**src/rtl/DEFINES_ysyx_23060136.sv**
```systemverilog
// Shared LSU definitions: funct3 encodings,
// FSM state type and AXI response constants.
package DEFINES_ysyx_23060136;

  localparam logic [2:0] F3_B  = 3'b000;
  localparam logic [2:0] F3_H  = 3'b001;
  localparam logic [2:0] F3_W  = 3'b010;
  localparam logic [2:0] F3_BU = 3'b100;
  localparam logic [2:0] F3_HU = 3'b101;

  localparam logic [1:0] RESP_OKAY = 2'b00;

  typedef enum logic [2:0] {
    S_IDLE,
    S_AR,
    S_R,
    S_WREQ,
    S_B,
    S_HOLD
  } lsu_state_t;

endpackage

```
**src/rtl/lsu_align_ysyx_23060136.sv**
```systemverilog
// Lane steering: store strobe/data, load extract/extend, misalign.
// Ports: func3, lane (addr[1:0]), st_data, bus_rdata -> wstrb, wdata, ld_data, misalign.
module lsu_align_ysyx_23060136 (
  input  logic [2:0]  func3,
  input  logic [1:0]  lane,
  input  logic [31:0] st_data,
  input  logic [31:0] bus_rdata,
  output logic [3:0]  wstrb,
  output logic [31:0] wdata,
  output logic [31:0] ld_data,
  output logic        misalign
);
  import DEFINES_ysyx_23060136::*;

  logic        is_h;
  logic        is_w;
  logic [31:0] shifted;

  assign is_h = (func3[1:0] == 2'b01);
  assign is_w = (func3[1:0] == 2'b10);

  assign misalign = (is_h & lane[0])
                  | (is_w & (lane != 2'b00));

  // Addressed byte lands in bits [7:0]
  assign shifted = bus_rdata >> {lane, 3'b000};

  always_comb begin
    wstrb = 4'b0001 << lane;
    wdata = {4{st_data[7:0]}};
    unique case (1'b1)
      is_w: begin
        wstrb = 4'hF;
        wdata = st_data;
      end
      is_h: begin
        wstrb = 4'b0011 << lane;
        wdata = {2{st_data[15:0]}};
      end
      default: ;
    endcase
  end

  always_comb begin
    ld_data = shifted;
    case (func3)
      F3_B:  ld_data = {{24{shifted[7]}}, shifted[7:0]};
      F3_H:  ld_data = {{16{shifted[15]}}, shifted[15:0]};
      F3_BU: ld_data = {24'd0, shifted[7:0]};
      F3_HU: ld_data = {16'd0, shifted[15:0]};
      default: ld_data = shifted;
    endcase
  end

endmodule

```
**src/rtl/mem_lsu_ysyx_23060136.sv**
```systemverilog
// MEM-stage LSU: EX/MEM load/store -> AXI4-Lite master, plus stall handshake.
// Ports: MEM_i_* segment inputs, pipe_advance; MEM_* status/data out; io_* AXI4-Lite master.
module mem_lsu_ysyx_23060136 #(
  parameter int ADDR_W = 32,
  parameter int DATA_W = 32
) (
  input  logic              clk,
  input  logic              rst_n,
  input  logic              MEM_i_valid,
  input  logic              MEM_i_mem_to_reg,
  input  logic              MEM_i_write_mem,
  input  logic [2:0]        MEM_i_func3,
  input  logic [ADDR_W-1:0] MEM_i_ALU_ALUout,
  input  logic [DATA_W-1:0] MEM_i_rs2_data,
  input  logic              pipe_advance,
  output logic              MEM_rvalid,
  output logic              MEM_wready,
  output logic [DATA_W-1:0] MEM_o_rdata,
  output logic              MEM_o_misalign,
  output logic              MEM_o_bus_err,
  output logic [ADDR_W-1:0] io_araddr,
  output logic              io_arvalid,
  input  logic              io_arready,
  input  logic [DATA_W-1:0] io_rdata,
  input  logic [1:0]        io_rresp,
  input  logic              io_rvalid,
  output logic              io_rready,
  output logic [ADDR_W-1:0] io_awaddr,
  output logic              io_awvalid,
  input  logic              io_awready,
  output logic [DATA_W-1:0] io_wdata,
  output logic [DATA_W/8-1:0] io_wstrb,
  output logic              io_wvalid,
  input  logic              io_wready,
  input  logic [1:0]        io_bresp,
  input  logic              io_bvalid,
  output logic              io_bready
);
  import DEFINES_ysyx_23060136::*;

  lsu_state_t        state, state_d;
  logic [DATA_W-1:0] rdata_q, rdata_d;
  logic              err_q, err_d;
  logic              mis_q, mis_d;
  logic              aw_done_q, aw_done_d;
  logic              w_done_q, w_done_d;
  logic              is_ld, is_st;
  logic              mis;
  logic [31:0]       ld_data;

  assign is_ld = MEM_i_valid & MEM_i_mem_to_reg;
  assign is_st = MEM_i_valid & MEM_i_write_mem;

  lsu_align_ysyx_23060136 u_align (
    .func3     (MEM_i_func3),
    .lane      (MEM_i_ALU_ALUout[1:0]),
    .st_data   (MEM_i_rs2_data),
    .bus_rdata (io_rdata),
    .wstrb     (io_wstrb),
    .wdata     (io_wdata),
    .ld_data   (ld_data),
    .misalign  (mis)
  );

  // Segment register is frozen while stalled, so the
  // address can drive the bus directly.
  assign io_araddr = {MEM_i_ALU_ALUout[ADDR_W-1:2], 2'b00};
  assign io_awaddr = {MEM_i_ALU_ALUout[ADDR_W-1:2], 2'b00};

  assign MEM_rvalid = (state == S_HOLD)
                    | ((state == S_IDLE) & ~is_ld);
  assign MEM_wready = (state == S_HOLD)
                    | ((state == S_IDLE) & ~is_st);

  assign MEM_o_rdata    = rdata_q;
  assign MEM_o_bus_err  = err_q;
  assign MEM_o_misalign = mis_q;

  always_ff @(posedge clk) begin
    if (!rst_n) begin
      state     <= S_IDLE;
      rdata_q   <= '0;
      err_q     <= 1'b0;
      mis_q     <= 1'b0;
      aw_done_q <= 1'b0;
      w_done_q  <= 1'b0;
    end else begin
      state     <= state_d;
      rdata_q   <= rdata_d;
      err_q     <= err_d;
      mis_q     <= mis_d;
      aw_done_q <= aw_done_d;
      w_done_q  <= w_done_d;
    end
  end

  always_comb begin
    state_d    = state;
    rdata_d    = rdata_q;
    err_d      = err_q;
    mis_d      = mis_q;
    aw_done_d  = aw_done_q;
    w_done_d   = w_done_q;
    io_arvalid = 1'b0;
    io_rready  = 1'b0;
    io_awvalid = 1'b0;
    io_wvalid  = 1'b0;
    io_bready  = 1'b0;
    unique case (state)
      S_IDLE: begin
        aw_done_d = 1'b0;
        w_done_d  = 1'b0;
        if ((is_ld | is_st) & mis) begin
          state_d = S_HOLD;
          mis_d   = 1'b1;
          rdata_d = '0;
        end else if (is_ld) begin
          state_d = S_AR;
        end else if (is_st) begin
          state_d = S_WREQ;
        end
      end
      S_AR: begin
        io_arvalid = 1'b1;
        if (io_arready) state_d = S_R;
      end
      S_R: begin
        io_rready = 1'b1;
        if (io_rvalid) begin
          rdata_d = ld_data;
          err_d   = (io_rresp != RESP_OKAY);
          state_d = S_HOLD;
        end
      end
      S_WREQ: begin
        // AW and W retire independently
        io_awvalid = ~aw_done_q;
        io_wvalid  = ~w_done_q;
        aw_done_d  = aw_done_q | io_awready;
        w_done_d   = w_done_q | io_wready;
        if (aw_done_d & w_done_d) state_d = S_B;
      end
      S_B: begin
        io_bready = 1'b1;
        if (io_bvalid) begin
          err_d   = (io_bresp != RESP_OKAY);
          state_d = S_HOLD;
        end
      end
      S_HOLD: begin
        if (pipe_advance) begin
          state_d = S_IDLE;
          err_d   = 1'b0;
          mis_d   = 1'b0;
        end
      end
      default: state_d = S_IDLE;
    endcase
  end

endmodule

```
**config.mk**
```make
export PLATFORM = sky130hd
export DESIGN_NAME = mem_lsu_ysyx_23060136
export DESIGN_NICKNAME = d
export VERILOG_FILES = /design/src/rtl/DEFINES_ysyx_23060136.sv /design/src/rtl/lsu_align_ysyx_23060136.sv /design/src/rtl/mem_lsu_ysyx_23060136.sv
export SDC_FILE = /design/constraint.sdc
export NUM_CORES = 1
export LEC_CHECK = 0
export BUFFER_PORTS_ARGS = -buffer_cell sky130_fd_sc_hd__buf_2
export CAP_MARGIN = 0
export CORE_AREA = 2 2 99 101
export DETAILED_ROUTE_END_ITERATION = 7
export DIE_AREA = 0 0 101 103
export PLACE_DENSITY = 0.87
export RECOVER_POWER = 100
export SLEW_MARGIN = 25
export SYNTH_ARGS = -nofsm -noshare
export SYNTH_HDL_FRONTEND = slang
export SYNTH_SLANG_ARGS = --single-unit
```
**constraint.sdc**
```tcl
create_clock -name clk -period 1.7 [get_ports clk]
set_clock_uncertainty 0.15 [all_clocks]
set_input_delay 0.17 -clock clk [delete_from_list [all_inputs] [get_ports clk]]
set_output_delay 0.17 -clock clk [all_outputs]
set_load 0.05 [all_outputs]
```
### Word-level counts from Yosys, hierarchy flattened

Cells that the tools add are included.

* flip-flop bits (word level): 39
* bits in latches: 0
* RAM bits: 0
* bits in read-only memories: 0
* memories: 0

* add/subtract/negate cells: 0
* multipliers: 0
* div/mod/pow operators: 0
* order comparisons: 0
* equal/unequal tests: 17
* shift operators: 3
* multiplexer cells: 28
* bitwise logic cells: 18
* reductions and logical operators: 13

Operators with widths (count)
* $pmux 32 s2: 2
* $pmux 32 s4: 1
* $mux 32: 2
* $shr 32x5->32: 1
* $mux 3: 8
* $pmux 3 s6: 1
* $eq 3x3->1 const B: 4
* $reduce_bool 2->1: 6
* $ne 2x2->1 const B: 5
* $mux 1: 9
* $and 1x1->1: 8
* $pmux 4 s2: 1
* $eq 3x1->1 const B: 2
* $eq 3x2->1 const B: 2
* $logic_not 3->1: 2
* $or 1x1->1: 6
* $pmux 1 s2: 3
* $reduce_and 3->1: 2
* $reduce_and 6->1: 1
* $ne 4x3->1 const B: 1
* $not 1->1: 4
* $reduce_and 4->1: 1
* $shl 1x2->4 const A: 1
* $shl 2x2->4 const A: 1
* 5 further kinds: 5

### Depth between registers and ports, before layout

* word-level depth: 6
* depth in mapped cells: 7
* depth with buffers taken out: 6

### Cells and area by module

A second synthesis with hierarchy kept.

* cell total of the unflattened synthesis: 482
* area, all modules: 3728.6 um2

By module, submodules not included
* mem_lsu_ysyx_23060136: instances 1, cells an instance 282, area an instance 2332.2 um2
* lsu_align_ysyx_23060136: instances 1, cells an instance 200, area an instance 1396.3 um2

### Worst setup path before layout

Ideal clock, no wire load.

* kind: in2out
* start point: input port MEM_i_func3[0]
* end point: output port io_wdata[14]
* arrival time: 1973 ps
* required time: 1380 ps
* slack: -593 ps
* stages: 5
* cells stage by stage: inv_1 > ha_1 > clkbuf_1 > clkbuf_1 > o21ai_0

* word-level cells in the longest chain between the ends: 2

Ends and longest elaborated chain
* start: declaration: line mem_lsu_ysyx_23060136.sv:12 `input logic [2:0] MEM_i_func3,`
* $eq 2x1->1 / $eq 2x2->1 (equally long branches): line lsu_align_ysyx_23060136.sv:19, lsu_align_ysyx_23060136.sv:20
* $pmux 32 s2 *: line lsu_align_ysyx_23060136.sv:31 `unique case (1'b1)`
* end: declaration: line mem_lsu_ysyx_23060136.sv:31 `output logic [DATA_W-1:0] io_wdata,`

Mark *: on every way between the ends. The rest lies on a longest branch, timed or not.

### Worst setup path after layout

* start point: register state[2]
* end point: register state[1]

* word-level cells in the longest chain between the ends: 3

Ends and longest elaborated chain
* start: declaration: line mem_lsu_ysyx_23060136.sv:41 `lsu_state_t state, state_d;`
* start signal: assignment: line mem_lsu_ysyx_23060136.sv:88 `state <= state_d;`
* $eq 3x2->1 (tied with other cells): line mem_lsu_ysyx_23060136.sv:109 `unique case (state)`
* $ne 2x2->1 (no line) / $ne 4x3->1 (equally long branches)
* $reduce_and 6->1 (no line)

Several ways; a longest one is shown, not always the timed one.
A chain may end at the register's enable or synchronous reset.

==> metrics.cfg <==
[run]
maxCapViolCount=0

[timing]
relSlewSlack_pct=54.63
post-route-min-period_ps=1825
setup_viol=34
period_share_pct=107.4
hold_viol_final=0
fmax_ghz=0.5478
rsz0062_at_grt=true
worst_slack_ps=-125.5
tightestPinTransition_ps=683.5
slew_viol_final=0

[critical_path]
cp-start-kind=register
worst_ep_arrival_time_ps=1840
timing.rr.start=state[2]$_SDFFE_PN0P_
r2r_end=state[1]$_SDFFE_PN0P_
critPathMaxFanout=5
ff2ff_path_depth=5
path_class=register to register
critPathRequiredTime_ps=1720
ff2ff_setup_slack_ps=-130
cp_slowest_cell=nor4_2
cp-end-kind=register
path_cells=buf_2, nor4b_1, nor4_2, nand2_1, o41ai_1
slowest_delay_ps=390

[global_route]
antenna_found_initial=0
grt_pass1_vias=3683
grt_pass1_wl_um=19260
grt_max_degree=27
grt_overflow=0
grtUsageTotal_pct=23.85

[cells_and_area]
multiInputGateArea_um2=2197
finalNonFillerCells=650
regArea_um2=787.0
finalNetCount=652
diodes=0
area_delta_synth_final_pct=38.40
fillerInstances=897
finalInstanceArea_um2=4636
layout-drive-gt1-share_pct=49.63

[pwr]
ir_drop_mv=0.6848
p_leak_uw=0.002019
p_total_uw=4766
power.density_nw_per_um2=1028

[placement]
portBuffers=160
post_dp_cell_area_um2=4118
place.gp.congestion=0.9372
dp_hpwl_um=10580
dp_cells=633

[min_path]
worstHoldPathCells=3
hold_class=input pin to register
min_from=rst_n
hold_end=state[0]$_SDFFE_PN0P_

[routing]
viasPerCell=5.749
drc=0
wl_um=13780
dr.pass1.iters=4
drtIter0Drc=198
vias=3737
ant_nets=0
post_drt_wl_per_cell_um=21.20

[synthesis]
synth_compound_area_share_pct=30.22
synth_cells=414
avgSynthCellArea_um2=8.090
muxShareOfSynthArea_pct=8.293
synth_xor_xnor_area_share_pct=0
synth_area_um2=3349
yosys.area_share.adder_pct=1.121
ys_types=57
async_reset_ff_share_pct=0
synth_edf_count=0
yosys.area_share.simple_pct=14.83
synth_top_family_by_area=compound AO/OA/AOI/OAI gates
ys_seq_area_share_pct=23.31
yosys_most_used_dff=dfxtp_1
synth_warnings=0
ys_ff_latch=39

[floorplan]
start_util_pct=35.41
die_h_um=103
coreArea_um2=9459
ioPinCount=255
fp.dieW_um=101
placementRows=36
dieArea_um2=10400

[clock_network]
numClockSinks=39
cts_tree=yes
htree_levels=2
clk_pin_slew_ps=70
numCtsBuffers=5
postCtsHoldBufs=0
clkLatencyLatePin_ps=290
clockRootBuffer=clkbuf_8
clockBufferDepth=2

[outcome]
violations=setup timing
outcome=complete, but fails checks

[worst max-delay path: cells and delay by family (launching register included)]
| family | cells | cell delay, ps |
|---|---|---|
| and+or+nand+nor | 3 | 620 |
| DFF | 1 | 380 |
| AOI/OAI and AO/OA | 1 | 360 |
| buffers and inverters | 1 | 190 |
[synthesized netlist by cell type (4+ instances only)]
cell type / n / area, um^2
a32o_1: 17 / 170.2
inv_1: 13 / 48.80
buf_4: 72 / 540.5
mux2_2: 7 / 78.83
nor2_1: 20 / 75.07
clkbuf_1: 15 / 56.30
buf_1: 6 / 22.52
o22ai_1: 17 / 106.4
nand2_1: 30 / 112.6
a22o_1: 8 / 70.07
a22oi_1: 10 / 75.07
nor2b_1: 5 / 31.28
nand2b_1: 4 / 25.02
a2bb2oi_1: 8 / 70.07
o21a_1: 17 / 127.6
mux2i_1: 17 / 170.2
o211ai_1: 9 / 67.56
a21oi_1: 20 / 100.1
nand3_1: 8 / 40.04
dfxtp_1: 39 / 780.8
o21ai_0: 11 / 55.05
buf_2: 10 / 50.05
[sequential cells by signal (all words and copies together) (netlist names)]
| name | count |
|---|---|
| MEM_o_bus_err | 1 |
| MEM_o_misalign | 1 |
| MEM_o_rdata | 32 |
| state | 3 |
| aw_done_q | 1 |
| w_done_q | 1 |
[cell type report]
type | count | area share (%)
sequential | 39 | 16.98
timing repair buffer | 216 | 29.69
multi-input combinational | 260 | 47.40
clock buffer | 5 | 1.484
inverter | 13 | 1.053
tap | 114 | 3.077
clock inverter | 3 | 0.3239
[power breakdown]
group | switching (uW) | leakage, uW | internal, uW
Combinational | 1850 | 0.00165 | 1200
Sequential | 87.4 | 0.000317 | 1020
Clock | 326 | 0.0000477 | 281
[logic make-up after synthesis]
kind of cell / Yosys count
muxes: 26
and+or+nand+nor: 92
buffers and inverters: 118
AOI/OAI and AO/OA: 135
adders and majority gates: 3
DFF: 39
other: 1
[layout by cell type, fill, tap and decap left out, drive strengths merged, types with 4 or more instances in the layout]
cell / instances
buf: 173
clkbuf: 48
dfxtp: 39
nand2: 30
nor2: 20
a21oi: 20
mux2i: 18
o21a: 17
a32o: 17
o22ai: 17
inv: 13
o21ai: 11
a22oi: 10
o211ai: 9
a2bb2oi: 9
nand3: 8
mux2: 8
a22o: 8
nor2b: 5
conb: 4
nand2b: 4
nor4b: 4
[per-layer routing]
layer  wire length [um]  track usage [%]
met5                  0                0
met4                459            9.667
met3               1203            6.034
met2               7291            45.33
met1               4828            25.09
[worst max path at each step]
| stage | start | endpoint | cells after the start |
|---|---|---|---|
| finish | state[2]$_SDFFE_PN0P_ | state[1]$_SDFFE_PN0P_ | 5 |
| global route | state[2]$_SDFFE_PN0P_ | state[1]$_SDFFE_PN0P_ | 5 |
| CTS | state[2]$_SDFFE_PN0P_ | MEM_wready | 5 |
| detailed placement | MEM_i_func3[1] | MEM_o_rdata[29]$_SDFFE_PN0P_ | 8 |
| global placement | MEM_i_func3[1] | MEM_o_rdata[25]$_SDFFE_PN0P_ | 8 |
| floorplan | MEM_i_func3[0] | io_wdata[11] | 7 |
[timing repair]
item                       4_1_cts  5_1_grt
gates resized for setup         68       48
pin swaps                        7        6
setup endpoints to repair       58       62
gates cloned                     1        1
setup buffers                    4        4
[metrics by stage]
step / TNS (ps) / setup slack, ps / util (%) / hold WS [ps]
after floorplan: -3622 / -232.4 / - / 243.8
after global placement: -6374 / -274.4 / 43.53 / 190.5
after detailed placement: -8909 / -338.8 / 43.53 / 190.5
after CTS: -1997 / -85.00 / 47.16 / 56.72
after global routing: -4128 / -181.3 / 49.01 / 102.8
final: -2217 / -125.5 / 49.01 / 72.27
Note: power is estimated with default switching activity, not from simulation.
